File: src/rtl/alu_pkg.sv
// Shared ALU control encodings, RV32I opcode/funct3 constants and the
// round-robin pick helper used by the ALU arbiter.
package alu_pkg;

    localparam int ALU_CTL_WIDTH = 4;
    localparam int RR_MAX        = 8;

    typedef enum logic [ALU_CTL_WIDTH-1:0] {
        ALU_ADD   = 4'd0,
        ALU_SUB   = 4'd1,
        ALU_SLL   = 4'd2,
        ALU_SLT   = 4'd3,
        ALU_SLTU  = 4'd4,
        ALU_XOR   = 4'd5,
        ALU_SRL   = 4'd6,
        ALU_SRA   = 4'd7,
        ALU_OR    = 4'd8,
        ALU_AND   = 4'd9,
        ALU_SEQ   = 4'd10,
        ALU_SNE   = 4'd11,
        ALU_SGE   = 4'd12,
        ALU_SGEU  = 4'd13,
        ALU_AUIPC = 4'd14
    } alu_op_e;

    typedef enum logic {
        BUF_EMPTY = 1'b0,
        BUF_FULL  = 1'b1
    } buf_state_e;

    localparam logic [6:0] OPC_LOAD   = 7'b0000011;
    localparam logic [6:0] OPC_STORE  = 7'b0100011;
    localparam logic [6:0] OPC_AUIPC  = 7'b0010111;
    localparam logic [6:0] OPC_BRANCH = 7'b1100011;
    localparam logic [6:0] OPC_OP     = 7'b0110011;
    localparam logic [6:0] OPC_OP_IMM = 7'b0010011;

    localparam logic [2:0] F3_BEQ  = 3'b000;
    localparam logic [2:0] F3_BNE  = 3'b001;
    localparam logic [2:0] F3_BLT  = 3'b100;
    localparam logic [2:0] F3_BGE  = 3'b101;
    localparam logic [2:0] F3_BLTU = 3'b110;
    localparam logic [2:0] F3_BGEU = 3'b111;

    localparam logic [2:0] F3_ADD  = 3'b000;
    localparam logic [2:0] F3_SLL  = 3'b001;
    localparam logic [2:0] F3_SLT  = 3'b010;
    localparam logic [2:0] F3_SLTU = 3'b011;
    localparam logic [2:0] F3_XOR  = 3'b100;
    localparam logic [2:0] F3_SR   = 3'b101;
    localparam logic [2:0] F3_OR   = 3'b110;
    localparam logic [2:0] F3_AND  = 3'b111;

    // First valid index after 'last', wrapping modulo n.
    function automatic logic [2:0] rr_pick(
        input logic [7:0]  valid,
        input logic [2:0]  last,
        input int unsigned n
    );
        logic [2:0]  pick;
        logic        found;
        int unsigned idx;
        pick  = '0;
        found = 1'b0;
        for (int unsigned i = 1; i <= RR_MAX; i++) begin
            idx = (32'(last) + i) % n;
            if (!found && i <= n && valid[idx[2:0]]) begin
                pick  = idx[2:0];
                found = 1'b1;
            end
        end
        return pick;
    endfunction

endpackage

File: src/rtl/alu_arbiter_if.sv
// Request, shared-ALU and response bundle of the ALU arbiter.
// slave: arbiter side; master: requesters, ALU and consumer side.
interface alu_arbiter_if #(
    parameter int NUM_REQ = 2,
    parameter int XLEN    = 32,
    parameter int ID_W    = (NUM_REQ > 1) ? $clog2(NUM_REQ) : 1
);
    import alu_pkg::*;

    logic [NUM_REQ-1:0]      req_valid;
    logic [NUM_REQ-1:0]      req_ready;
    logic [NUM_REQ*7-1:0]    req_opcode;
    logic [NUM_REQ*3-1:0]    req_funct3;
    logic [NUM_REQ*7-1:0]    req_funct7;
    logic [NUM_REQ*XLEN-1:0] req_a;
    logic [NUM_REQ*XLEN-1:0] req_b;

    logic [ALU_CTL_WIDTH-1:0] alu_ctl;
    logic [XLEN-1:0]          alu_a;
    logic [XLEN-1:0]          alu_b;
    logic [XLEN-1:0]          alu_result;

    logic            resp_valid;
    logic            resp_ready;
    logic [ID_W-1:0] resp_id;
    logic [XLEN-1:0] resp_data;
    logic            resp_err;

    modport slave (
        input  req_valid, req_opcode, req_funct3, req_funct7,
        input  req_a, req_b, alu_result, resp_ready,
        output req_ready, alu_ctl, alu_a, alu_b,
        output resp_valid, resp_id, resp_data, resp_err
    );

    modport master (
        output req_valid, req_opcode, req_funct3, req_funct7,
        output req_a, req_b, alu_result, resp_ready,
        input  req_ready, alu_ctl, alu_a, alu_b,
        input  resp_valid, resp_id, resp_data, resp_err
    );

endinterface

File: src/rtl/alu_decoder.sv
// RV32I opcode/funct3/funct7 to ALU control word decoder.
// Ports: opcode_i, funct3_i, funct7_i in; ctl_o control, err_o illegal.
module alu_decoder
    import alu_pkg::*;
(
    input  logic [6:0] opcode_i,
    input  logic [2:0] funct3_i,
    input  logic [6:0] funct7_i,
    output alu_op_e    ctl_o,
    output logic       err_o
);

    always_comb begin
        ctl_o = ALU_ADD;
        err_o = 1'b0;
        unique case (1'b1)
            (opcode_i == OPC_LOAD),
            (opcode_i == OPC_STORE):  ctl_o = ALU_ADD;
            (opcode_i == OPC_AUIPC):  ctl_o = ALU_AUIPC;
            (opcode_i == OPC_BRANCH): begin
                case (funct3_i)
                    F3_BEQ:  ctl_o = ALU_SEQ;
                    F3_BNE:  ctl_o = ALU_SNE;
                    F3_BLT:  ctl_o = ALU_SLT;
                    F3_BGE:  ctl_o = ALU_SGE;
                    F3_BLTU: ctl_o = ALU_SLTU;
                    F3_BGEU: ctl_o = ALU_SGEU;
                    default: err_o = 1'b1;
                endcase
            end
            (opcode_i == OPC_OP),
            (opcode_i == OPC_OP_IMM): begin
                case (funct3_i)
                    // Immediate forms have no SUB; bit 5 there is imm.
                    F3_ADD:  ctl_o = (opcode_i == OPC_OP && funct7_i[5])
                                   ? ALU_SUB : ALU_ADD;
                    F3_SLL:  ctl_o = ALU_SLL;
                    F3_SLT:  ctl_o = ALU_SLT;
                    F3_SLTU: ctl_o = ALU_SLTU;
                    F3_XOR:  ctl_o = ALU_XOR;
                    F3_SR:   ctl_o = funct7_i[5] ? ALU_SRA : ALU_SRL;
                    F3_OR:   ctl_o = ALU_OR;
                    default: ctl_o = ALU_AND;
                endcase
            end
            default: err_o = 1'b1;
        endcase
    end

endmodule

File: src/rtl/alu_arbiter.sv
// Round-robin arbiter sharing one ALU between NUM_REQ requesters, with a
// single-entry tagged response buffer. Ports: clk, rst_n, bus (slave).
module alu_arbiter
    import alu_pkg::*;
#(
    parameter int NUM_REQ = 2,
    parameter int XLEN    = 32,
    parameter int ID_W    = (NUM_REQ > 1) ? $clog2(NUM_REQ) : 1
) (
    input  logic          clk,
    input  logic          rst_n,
    alu_arbiter_if.slave  bus
);

    buf_state_e      state_q, state_d;
    logic [ID_W-1:0] last_q, last_d;
    logic [ID_W-1:0] id_q, id_d;
    logic [XLEN-1:0] data_q, data_d;
    logic            err_q, err_d;

    logic               can_accept;
    logic               gnt_any;
    logic [ID_W-1:0]    gnt_idx;
    logic [ID_W-1:0]    sel;
    alu_op_e            dec_ctl;
    logic               dec_err;

    // A full buffer can take a new entry only if it drains this edge.
    assign can_accept = (state_q == BUF_EMPTY) || bus.resp_ready;
    assign gnt_any    = can_accept && (|bus.req_valid);
    assign gnt_idx    = ID_W'(rr_pick(8'(bus.req_valid), 3'(last_q),
                                      NUM_REQ));
    // Idle falls back to requester 0 so the ALU never sees X.
    assign sel        = gnt_any ? gnt_idx : '0;

    assign bus.req_ready = gnt_any ? (NUM_REQ'(1) << gnt_idx) : '0;
    assign bus.alu_a     = bus.req_a[sel*XLEN +: XLEN];
    assign bus.alu_b     = bus.req_b[sel*XLEN +: XLEN];
    assign bus.alu_ctl   = dec_ctl;

    alu_decoder u_dec (
        .opcode_i (bus.req_opcode[sel*7 +: 7]),
        .funct3_i (bus.req_funct3[sel*3 +: 3]),
        .funct7_i (bus.req_funct7[sel*7 +: 7]),
        .ctl_o    (dec_ctl),
        .err_o    (dec_err)
    );

    always_comb begin
        state_d = state_q;
        last_d  = last_q;
        id_d    = id_q;
        data_d  = data_q;
        err_d   = err_q;
        unique case (state_q)
            BUF_EMPTY: if (gnt_any) state_d = BUF_FULL;
            BUF_FULL: begin
                if (bus.resp_ready && !gnt_any) state_d = BUF_EMPTY;
            end
            default: state_d = BUF_EMPTY;
        endcase
        if (gnt_any) begin
            id_d   = sel;
            last_d = sel;
            err_d  = dec_err;
            data_d = dec_err ? '0 : bus.alu_result;
        end
    end

    always_ff @(posedge clk or negedge rst_n) begin
        if (!rst_n) begin
            state_q <= BUF_EMPTY;
            last_q  <= ID_W'(NUM_REQ - 1);
            id_q    <= '0;
            data_q  <= '0;
            err_q   <= 1'b0;
        end else begin
            state_q <= state_d;
            last_q  <= last_d;
            id_q    <= id_d;
            data_q  <= data_d;
            err_q   <= err_d;
        end
    end

    assign bus.resp_valid = (state_q == BUF_FULL);
    assign bus.resp_id    = id_q;
    assign bus.resp_data  = data_q;
    assign bus.resp_err   = err_q;

endmodule

File: src/flat_wrapper.sv
// flat-port wrapper written by rule: the top's interface ports become plain ports
module alu_arbiter_flat import alu_pkg::*;
#(
    parameter int NUM_REQ = 2,
    parameter int XLEN    = 32,
    parameter int ID_W    = (NUM_REQ > 1) ? $clog2(NUM_REQ) : 1
)
  (clk, rst_n, bus_req_valid, bus_req_opcode, bus_req_funct3, bus_req_funct7, bus_req_a, bus_req_b, bus_alu_result, bus_resp_ready, bus_req_ready, bus_alu_ctl, bus_alu_a, bus_alu_b, bus_resp_valid, bus_resp_id, bus_resp_data, bus_resp_err);
  alu_arbiter_if #(.NUM_REQ(NUM_REQ), .XLEN(XLEN), .ID_W(ID_W)) bus_i ();
  input  logic clk;
  input  logic rst_n;
  input wire logic [$bits(bus_i.req_valid)-1:0] bus_req_valid;
  input wire logic [$bits(bus_i.req_opcode)-1:0] bus_req_opcode;
  input wire logic [$bits(bus_i.req_funct3)-1:0] bus_req_funct3;
  input wire logic [$bits(bus_i.req_funct7)-1:0] bus_req_funct7;
  input wire logic [$bits(bus_i.req_a)-1:0] bus_req_a;
  input wire logic [$bits(bus_i.req_b)-1:0] bus_req_b;
  input wire logic [$bits(bus_i.alu_result)-1:0] bus_alu_result;
  input wire logic [$bits(bus_i.resp_ready)-1:0] bus_resp_ready;
  output wire logic [$bits(bus_i.req_ready)-1:0] bus_req_ready;
  output wire logic [$bits(bus_i.alu_ctl)-1:0] bus_alu_ctl;
  output wire logic [$bits(bus_i.alu_a)-1:0] bus_alu_a;
  output wire logic [$bits(bus_i.alu_b)-1:0] bus_alu_b;
  output wire logic [$bits(bus_i.resp_valid)-1:0] bus_resp_valid;
  output wire logic [$bits(bus_i.resp_id)-1:0] bus_resp_id;
  output wire logic [$bits(bus_i.resp_data)-1:0] bus_resp_data;
  output wire logic [$bits(bus_i.resp_err)-1:0] bus_resp_err;
  assign bus_i.req_valid = bus_req_valid;
  assign bus_i.req_opcode = bus_req_opcode;
  assign bus_i.req_funct3 = bus_req_funct3;
  assign bus_i.req_funct7 = bus_req_funct7;
  assign bus_i.req_a = bus_req_a;
  assign bus_i.req_b = bus_req_b;
  assign bus_i.alu_result = bus_alu_result;
  assign bus_i.resp_ready = bus_resp_ready;
  assign bus_req_ready = bus_i.req_ready;
  assign bus_alu_ctl = bus_i.alu_ctl;
  assign bus_alu_a = bus_i.alu_a;
  assign bus_alu_b = bus_i.alu_b;
  assign bus_resp_valid = bus_i.resp_valid;
  assign bus_resp_id = bus_i.resp_id;
  assign bus_resp_data = bus_i.resp_data;
  assign bus_resp_err = bus_i.resp_err;
  alu_arbiter #(.NUM_REQ(NUM_REQ), .XLEN(XLEN), .ID_W(ID_W)) u_core (.clk(clk), .rst_n(rst_n), .bus(bus_i));
endmodule
File: config.mk
export PLATFORM = sky130hd
export DESIGN_NAME = alu_arbiter_flat
export DESIGN_NICKNAME = d
export VERILOG_FILES = /design/src/rtl/alu_pkg.sv /design/src/rtl/alu_arbiter_if.sv /design/src/rtl/alu_decoder.sv /design/src/rtl/alu_arbiter.sv /design/src/flat_wrapper.sv
export SDC_FILE = /design/constraint.sdc
export NUM_CORES = 1
export LEC_CHECK = 0
export CAP_MARGIN = 10
export CORE_AREA = 2 2 117 119
export DETAILED_ROUTE_END_ITERATION = 10
export DIE_AREA = 0 0 119 121
export HOLD_SLACK_MARGIN = 0.05
export MAX_ROUTING_LAYER = met4
export PLACE_DENSITY = 0.74
export SETUP_SLACK_MARGIN = 0.3
export SKIP_CTS_REPAIR_TIMING = 1
export SLEW_MARGIN = 20
export SYNTH_ARGS = -nofsm -noshare
export SYNTH_HDL_FRONTEND = slang
export SYNTH_SLANG_ARGS = --single-unit
File: constraint.sdc
create_clock -name clk -period 5.8 [get_ports clk]
set_input_delay 1.74 -clock clk [delete_from_list [all_inputs] [get_ports clk]]
set_output_delay 1.74 -clock clk [all_outputs]
set_load 0.01 [all_outputs]
; ---- Yosys cells after proc, flatten, opt, wreduce, memory -nomap -nowiden
; Cells that the tools add are included.
[op_classes]
addsub = 2
n_lt_le_gt_ge = 2
mul = 2
n_reduce_logical = 12
bitwise = 1
eq_ne = 13
muxes = 20
shift = 6
[op_table]
columns = cell, n
row1 = $shiftx A64 B7 Y32, 2
row2 = $mux W32, 1
row3 = $pmux W4 S7, 1
row4 = $pmux W4 S6, 1
row5 = $eq A7 B5 Y1 const B, 2
row6 = $eq A7 B6 Y1 const B, 2
row7 = $shiftx A14 B5 Y6, 1
row8 = $shiftx A14 B5 Y7, 1
row9 = $mux W1, 13
row10 = $eq A3 B3 Y1 const B, 4
row11 = $pmux W4 S3, 1
row12 = $lt A1 B4 Y1 const B, 2
row13 = $eq A7 B2 Y1 const B, 1
row14 = $eq A7 B7 Y1 const B, 1
row15 = $eq A3 B2 Y1 const B, 2
row16 = $reduce_or A6 Y1, 1
row17 = $shiftx A6 B4 Y3, 1
row18 = $reduce_or A5 Y1, 1
row19 = $logic_and A1 B1 Y1, 4
row20 = $mul A1 B3 Y4 const B, 1
row21 = $pmux W1 S2, 2
row22 = $reduce_or A2 Y1, 2
row23 = $eq A3 B1 Y1 const B, 1
row24 = $logic_not A3 Y1, 1
row25 = 7 further kinds, 9
[word_totals]
in_bits = 199
out_inout_bits = 105
regBits = 36
word_cells = 63

; ---- Longest topological paths before layout
; Gate-level depths: netlist of the first run.
[logic_depth]
ltp_word = 15
ltp_mapped = 7
depth_no_buf = 6

; ---- By module
; A second synthesis of the first run with hierarchy kept.
[unflattened]
hier_cells = 252
hier_area_um2 = 3090.5
[by_module_without_submodules]
columns = module, area_per_inst_um2, instances, seq_area_each_um2, cells_per_inst
row1 = alu_arbiter, 2810.2, 1, 902.1, 211
row2 = alu_decoder, 280.3, 1, 0.0, 41

; ---- Least setup slack after synthesis of the first run
; No wires, ideal clock.
[synth_timing]
path_type = in2out
from = input port bus_resp_ready
to = output port bus_alu_ctl[0]
cell_stages = 5
t_arrival_ns = 2.960
required_time_ns = 4.060
setup_slack_ns = 1.100
path_buffers = 0
path_cell_list = nand2b_2 > and3_1 > a21oi_1 > o2111a_1 > o221a_2
[synth_between]
elab_chain_len = 10
elab_cells_between_ends = 27
cone_classes = mul (2) / eq/ne (11) / shift (3) / mux (6) / reduce/logical (5)
[synth_rtl]
columns = item, line
row1 = start: declaration, flat_wrapper.sv:19  ; input wire logic [$bits(bus_i.resp_ready)-1:0] bus_resp_ready;
row2 = $logic_or A1 B1 Y1 *, alu_arbiter.sv:29  ; assign can_accept = (state_q == BUF_EMPTY) || bus.resp_ready;
row3 = $logic_and A1 B1 Y1 *, alu_arbiter.sv:30  ; assign gnt_any = can_accept && (|bus.req_valid);
row4 = $mux W1 *, alu_arbiter.sv:34  ; assign sel = gnt_any ? gnt_idx : '0;
row5 = $mul A1 B3 Y4, "alu_arbiter.sv:42, alu_arbiter.sv:44"
row6 = $shiftx A14 B5 Y7, alu_arbiter.sv:42  ; .opcode_i (bus.req_opcode[sel*7 +: 7]),
row7 = $eq A7 B6 Y1, "alu_decoder.sv:31, alu_decoder.sv:35"
row8 = $logic_and A1 B1 Y1, alu_decoder.sv:35  ; F3_ADD: ctl_o = (opcode_i == OPC_OP && funct7_i[5])
row9 = $mux W1, alu_decoder.sv:36  ; ? ALU_SUB : ALU_ADD;
row10 = $pmux W4 S7, alu_decoder.sv:33  ; case (funct3_i)
row11 = $pmux W4 S3 *, alu_decoder.sv:16  ; unique case (1'b1)
row12 = end: declaration, flat_wrapper.sv:21  ; output wire logic [$bits(bus_i.alu_ctl)-1:0] bus_alu_ctl;
; Every way passes the cells marked *; elsewhere a longest branch is shown, timed or not.

; ---- Worst setup path in the final report of the first run
[layout_timing]
from = input port bus_resp_ready
to = output port bus_alu_a[20]
[layout_between]
elab_chain_len = 4
[layout_rtl]
columns = item, line
row1 = $logic_or A1 B1 Y1, alu_arbiter.sv:29
row2 = $logic_and A1 B1 Y1, alu_arbiter.sv:30
row3 = $mux W1, alu_arbiter.sv:34
row4 = $shiftx A64 B7 Y32, alu_arbiter.sv:37  ; assign bus.alu_a = bus.req_a[sel*XLEN +: XLEN];
row5 = end: declaration, flat_wrapper.sv:22  ; output wire logic [$bits(bus_i.alu_a)-1:0] bus_alu_a;
; No other way between the ends.

==> impl_metrics.env, run 1 <==
export IMPL_status="completed"
export IMPL_num_rows=42
export IMPL_power_density_mw_per_mm2=155
export IMPL_finalCritPeriodShare_pct=93.1
export IMPL_multiInputGateArea_mm2=0.00172
export IMPL_synth_distinct_cells=53
export IMPL_synth_avg_cell_area_um2=7.32
export IMPL_fin_nets=869
export IMPL_remaining_drc_errors=0
export IMPL_core_area_mm2=0.0131
export IMPL_max_slew_margin_pct=42.1
export IMPL_cts_root_buf="clkbuf_16"
export IMPL_gp_congestion=0.866
export IMPL_cts_buffers=5
export IMPL_critPathTopFamily="buffers and inverters"
export IMPL_p_leak_uw=0.00285
export IMPL_syn_num_nets=568
export IMPL_synth_top_area_cell="dfrtp_1"
export IMPL_fin_worst_skew_ns=0.00196
export IMPL_ys_flop_type="dfrtp_1"
export IMPL_period_minus_slack_ns=5.40
export IMPL_crit_type="primary input to primary output"
export IMPL_hold_violations=0
export IMPL_cp_arrival_ns=3.66
export IMPL_cp_cell_sequence="clkdlybuf4s50_1, nand2b_4, nand2_4, inv_8, buf_16, nand2_1, nand2_1, clkdlybuf4s50_1"
export IMPL_grt_max_degree=49
export IMPL_synth_commonest_cells="nand2_1, dfrtp_1, a22o_1"
export IMPL_grt_use_total_pct=16.4
export IMPL_fillers=1205
export IMPL_yosys_warnings=0
export IMPL_register_area_um2=902
export IMPL_synth_mux_area_share_pct=0.741
export IMPL_path_buf_inv=4
export IMPL_hp_class="flop to flop"
export IMPL_worst_slew_pin_slew_ns=0.868
export IMPL_synth_compound_area_share_pct=23.0
export IMPL_seq_area_frac_synth_pct=33.4
export IMPL_via_per_inst=4.50
export IMPL_drtIter0Drc=189
export IMPL_grt_pass1_vias=3728
export IMPL_p_total_uw=963
export IMPL_fmax_mhz=185
export IMPL_clock_sinks=36
export IMPL_start_util_pct=20.6
export IMPL_dp_final_hpwl_um=10300
export IMPL_fp_dieH_um=121
export IMPL_grt_pass1_wl_um=18500
export IMPL_post_drt_wl_per_cell_um=15.0
export IMPL_crit_fanout=24
export IMPL_layout_drive_gt1_share_pct=8.20
export IMPL_syn2layout_area_growth_pct=129
export IMPL_use_met1_pct=17.8
export IMPL_synth_xor_xnor_area_share_pct=0.649
export IMPL_slowest_stage="clkdlybuf4s50_1"
export IMPL_required_ns=4.06
export IMPL_design_area_mm2=0.00620
export IMPL_htreeDepth=2
export IMPL_critPathCaptureType="primary output"
export IMPL_die_width_um=119
export IMPL_insertion_delay_ns=0.27
export IMPL_setup_worst_path_start_class="primary input"
export IMPL_die_area_mm2=0.0144
export IMPL_top_usage_layer="met2"
export IMPL_synth_top_cell_area_share_pct=32.4
export IMPL_firstDrtPassIters=5
export IMPL_setup_tns_final_ns=0
export IMPL_overflow=0
export IMPL_irDropWorstVdd_mv=0.134
export IMPL_yosysMostFrequentCell="nand2_1"
export IMPL_boundaryPins=304
export IMPL_yosys_area_share_simple_pct=36.8
export IMPL_syn_inst=369
export IMPL_met3_usage_pct=3.43
export IMPL_antenna_found_initial=1
export IMPL_drv_slew=0
export IMPL_port_buffers=291
export IMPL_use_met2_pct=29.8
export IMPL_netlist_area_mm2=0.00270
export IMPL_setup_viol=0
export IMPL_rsz0062_at_grt="true"
export IMPL_routed_wl_um=12800
export IMPL_ant_nets=0
export IMPL_ys_seq_elements=36
export IMPL_vias=3817
export IMPL_clock_path_buffers=2
export IMPL_critical_path_max_stage_delay_ns=0.54
export IMPL_async_flop_share_pct=100
export IMPL_synth_top_family_by_area="simple AND/OR/NAND/NOR gates"
export IMPL_drv_cap=0
export IMPL_synth_adder_area_share_pct=0
export IMPL_synth_edf_count=0
export IMPL_clkTransAtPathRegs_ns=0.05
export IMPL_place_area_mm2=0.00587
export IMPL_cts_tree="built"
export IMPL_synth_area_top_cells="dfrtp_1, nand2_1, a22o_1, clkbuf_1, a221oi_4"
## worst register-to-register path, cell delays in order, from the launching register on
cell       delay (ns)
dfstp_2          0.60
a21boi_2         0.14
buf_4            0.19
a2111oi_4        0.41
a41oi_4          0.10
a221oi_4         0.53
buf_6            0.28
a22o_1           0.17
## cells in the final DEF (no fill, tap or decap), drive strengths merged, types with 3 or more instances in the layout
cell type / count
and2: 3
buf: 26
nor2b: 3
nand3: 5
a21oi: 4
dlymetal6s2s: 6
o21ai: 8
nand4: 5
clkbuf: 10
nand2b: 3
a22o: 32
dfrtp: 35
o211ai: 5
clkdlybuf4s50: 284
inv: 3
a221oi: 4
nand2: 201
## state kept, by name, indices dropped and copies added, names as in the netlist
| register | count |
|---|---|
| u_core.bus.resp_data | 32 |
| u_core.bus.resp_err | 1 |
| u_core.bus.resp_id | 1 |
| u_core.bus.resp_valid | 1 |
| u_core.last_q | 1 |
## through the flow
| step | hold slack (ns) | utilization, % | std cells | worst slack (ns) |
|---|---|---|---|---|
| after CTS | 0.484 | 46.0 | 840 | -0.102 |
| after floorplan | 0.467 | - | 369 | 1.10 |
| final | 0.480 | 47.4 | 848 | 0.399 |
| after global placement | 0.461 | 44.8 | 831 | -0.0566 |
| after detailed placement | 0.471 | 44.9 | 832 | -0.0911 |
| after global routing | 0.515 | 47.4 | 848 | 0.217 |
## path summary, 6_finish.rpt
path / from / to / slack (ns) / cells past startpoint
setup / recovery: bus_resp_ready / bus_alu_a[20] / 0.40 / 8
hold / removal: u_core.bus.resp_id / u_core.bus.resp_id / 0.48 / 2
setup reg to reg: u_core.last_q / u_core.bus.resp_data[28] / 3.33 / 7
hold reg to reg: u_core.bus.resp_id / u_core.bus.resp_id / 0.48 / 2
max in group asynchronous: rst_n / u_core.bus.resp_id / 3.68 / 1
min in group asynchronous: rst_n / u_core.bus.resp_data[30] / 1.57 / 1
## logic make-up (layout without fill, tap and decap cells)
logic type,after synthesis,in the layout
buffers and inverters,28,329
AO/OA/AOI/OAI,66,67
AND/OR/NAND/NOR,235,235
multiplexers,2,2
other,0,1
XOR/XNOR,2,2
flip-flops,36,36
## per-layer routing
layer | routed length (um) | vias to the layer above
met4 | 229 | 0
li1 | - | 1854
met2 | 6620 | 217
met3 | 1180 | 13
met1 | 4730 | 1733
met5 | 0 | -
## area by class of cell
class	count	share of cell area, %
antenna	1	0.0404
clock buffer	8	2.36
inverter	3	0.303
multi-input combinational	306	27.8
sequential	36	14.6
tap	176	3.55
timing repair buffer	318	51.4
## where the power goes
group          internal (uW)  switching (uW)  total, uW  leakage [uW]
Clock                    171            89.8        261     0.0000712
Combinational            261             174        434       0.00229
Sequential               261            6.94        268      0.000486
Note: power is estimated with default switching activity, not from simulation.
==> run 2, diff against run 1 <==
Settings changed: ABC_CLOCK_PERIOD_IN_PS set to 5800.
==> results of run 2 <==
Final layout, timing and power as in run 1 (identical DEF).
==> run 3, diff against run 2 <==
Settings changed: REMOVE_ABC_BUFFERS set to 1.
==> run 3 against run 2 <==
Wire length is 1.2% lower. Sequential share of layout area is 0.067 points lower. Design area is 0.46% higher. Cell count is 0.35% higher. Die area stayed put. Utilization is 0.22 points higher. Fmax is 0.11% higher. Clock skew hardly changed. Worst hold slack better by 0.0057 ns. Critical endpoint is now bus_alu_b[5].
==> impl_metrics.env, run 3 (synthesized netlist as in run 1, its figures left out) <==
export IMPL_hold_violations=0
export IMPL_antenna_found_initial=1
export IMPL_hp_class="flop to flop"
export IMPL_cts_buffers=5
export IMPL_clkTransAtPathRegs_ns=0.05
export IMPL_met3_usage_pct=3.01
export IMPL_final_core_util_pct=47.6
export IMPL_pre_cts_ws_ns=-0.0178
export IMPL_grt_max_degree=65
export IMPL_worst_slew_pin_slew_ns=0.760
export IMPL_setup_viol=0
export IMPL_critPathTopFamily="buffers and inverters"
export IMPL_clock_path_buffers=2
export IMPL_boundaryPins=304
export IMPL_path_buf_inv=4
export IMPL_layout_drive_gt1_share_pct=9.05
export IMPL_routed_wl_um=12600
export IMPL_firstDrtPassIters=6
export IMPL_ant_nets=0
export IMPL_core_area_mm2=0.0131
export IMPL_clock_sinks=36
export IMPL_vias=3781
export IMPL_setup_worst_path_start_class="primary input"
export IMPL_port_buffers=291
export IMPL_critPathCaptureType="primary output"
export IMPL_top_usage_layer="met2"
export IMPL_cts_root_buf="clkbuf_16"
export IMPL_power_density_mw_per_mm2=164
export IMPL_cts_tree="built"
export IMPL_max_slew_margin_pct=49.4
export IMPL_num_rows=42
export IMPL_use_met1_pct=18.6
export IMPL_insertion_delay_ns=0.28
export IMPL_use_met2_pct=30.2
export IMPL_crit_type="primary input to primary output"
export IMPL_fin_worst_skew_ns=0.00229
export IMPL_overflow=0
export IMPL_p_leak_uw=0.00291
export IMPL_grt_pass1_wl_um=18700
export IMPL_die_width_um=119
export IMPL_die_area_mm2=0.0144
export IMPL_final_common_cell="clkdlybuf4s50_1"
export IMPL_remaining_drc_errors=0
export IMPL_fillers=1231
export IMPL_grt_pass1_vias=3711
export IMPL_status="completed"
export IMPL_dp_final_hpwl_um=10200
export IMPL_fp_dieH_um=121
export IMPL_required_ns=4.06
export IMPL_crit_fanout=11
export IMPL_largest_register_ffs=32
export IMPL_via_per_inst=4.44
export IMPL_drv_slew=0
export IMPL_worst_slack_ns=0.405
export IMPL_rsz0062_at_grt="false"
export IMPL_period_minus_slack_ns=5.39
export IMPL_syn2layout_area_growth_pct=131
export IMPL_post_drt_wl_per_cell_um=14.8
export IMPL_layout_common_cells="clkdlybuf4s50_1, nand2_1, dfrtp_1"
export IMPL_start_util_pct=20.6
export IMPL_grt_use_total_pct=16.5
export IMPL_fin_nets=872
export IMPL_fmax_mhz=185
export IMPL_finalCritPeriodShare_pct=93.0
export IMPL_drtIter0Drc=122
export IMPL_cp_arrival_ns=3.65
export IMPL_gp_congestion=0.883
export IMPL_htreeDepth=2
export IMPL_slowest_stage="clkdlybuf4s50_1"
export IMPL_drv_cap=0
export IMPL_irDropWorstVdd_mv=0.129
export IMPL_critical_path_max_stage_delay_ns=0.54
export IMPL_cp_cell_sequence="clkdlybuf4s50_1, nand2b_4, nand2_4, buf_4, buf_4, nand2_1, nand2_1, clkdlybuf4s50_1"
==> run 3: cell count changes in the layout (fill, tap and decap cells not counted), sizes merged <==
cell	delta
clkdlybuf4s50	-6
bufinv	+1
clkbuf	-2
a21boi	-1
dlymetal6s2s	+5
buf	+6
==> run 3: report_power, final <==
part           leakage, uW  switching (uW)  internal [uW]
registers         0.000486            5.88            261
logic              0.00234             172            261
clock network    0.0000901            96.9            226
==> run 3: worst min-delay path, cell delays in order, from the launching register on <==
cell     delay (ns)
dfrtp_1        0.34
nand2_1        0.05
nand2_1        0.06
==> run 3: worst paths after layout <==
path,start,endpoint,slack [ns],depth (start not counted)
setup / recovery,bus_resp_ready,bus_alu_b[5],0.41,8
setup reg to reg,u_core.last_q,u_core.bus.resp_data[17],3.47,8
hold / removal,u_core.bus.resp_id,u_core.bus.resp_id,0.49,2
min in group asynchronous,rst_n,u_core.bus.resp_data[0],1.53,1
hold reg to reg,u_core.bus.resp_id,u_core.bus.resp_id,0.49,2
max in group asynchronous,rst_n,u_core.bus.resp_data[20],3.78,1
==> run 3: layout make-up <==
| type | instances | area [um^2] | share of cell area (%) |
|---|---|---|---|
| repair buffers | 322 | 3210 | 51.6 |
| multi-input cells | 305 | 1680 | 27.1 |
| flip-flops and latches | 36 | 902 | 14.5 |
| well taps | 176 | 220 | 3.54 |
| clock buffers | 7 | 153 | 2.45 |
| clock inverters | 1 | 30.0 | 0.482 |
| inverters | 3 | 18.8 | 0.302 |
| diodes | 1 | 2.50 | 0.0402 |
==> run 3: metal layers <==
layer  part of all wire (%)  vias up  wire length (um)
met5                      0        -                 0
met4                    1.8        0               225
met3                    7.2       19               910
met2                     52      199              6540
met1                     39     1705              4930
li1                       -     1858                 -
==> run 3: through the flow <==
| step | setup TNS (ns) | instances | hold WS (ns) | cell area, um^2 | total power, uW |
|---|---|---|---|---|---|
| global route | 0 | 851 | 0.508 | 6220 | 1070 |
| detailed placement | -0.0258 | 835 | 0.475 | 5890 | 693 |
| global placement | 0 | 835 | 0.474 | 5890 | 689 |
| finish | 0 | 851 | 0.486 | 6220 | 1020 |
| CTS | -0.0349 | 843 | 0.490 | 6070 | 1020 |
| floorplan | 0 | 344 | 0.467 | 2570 | 402 |
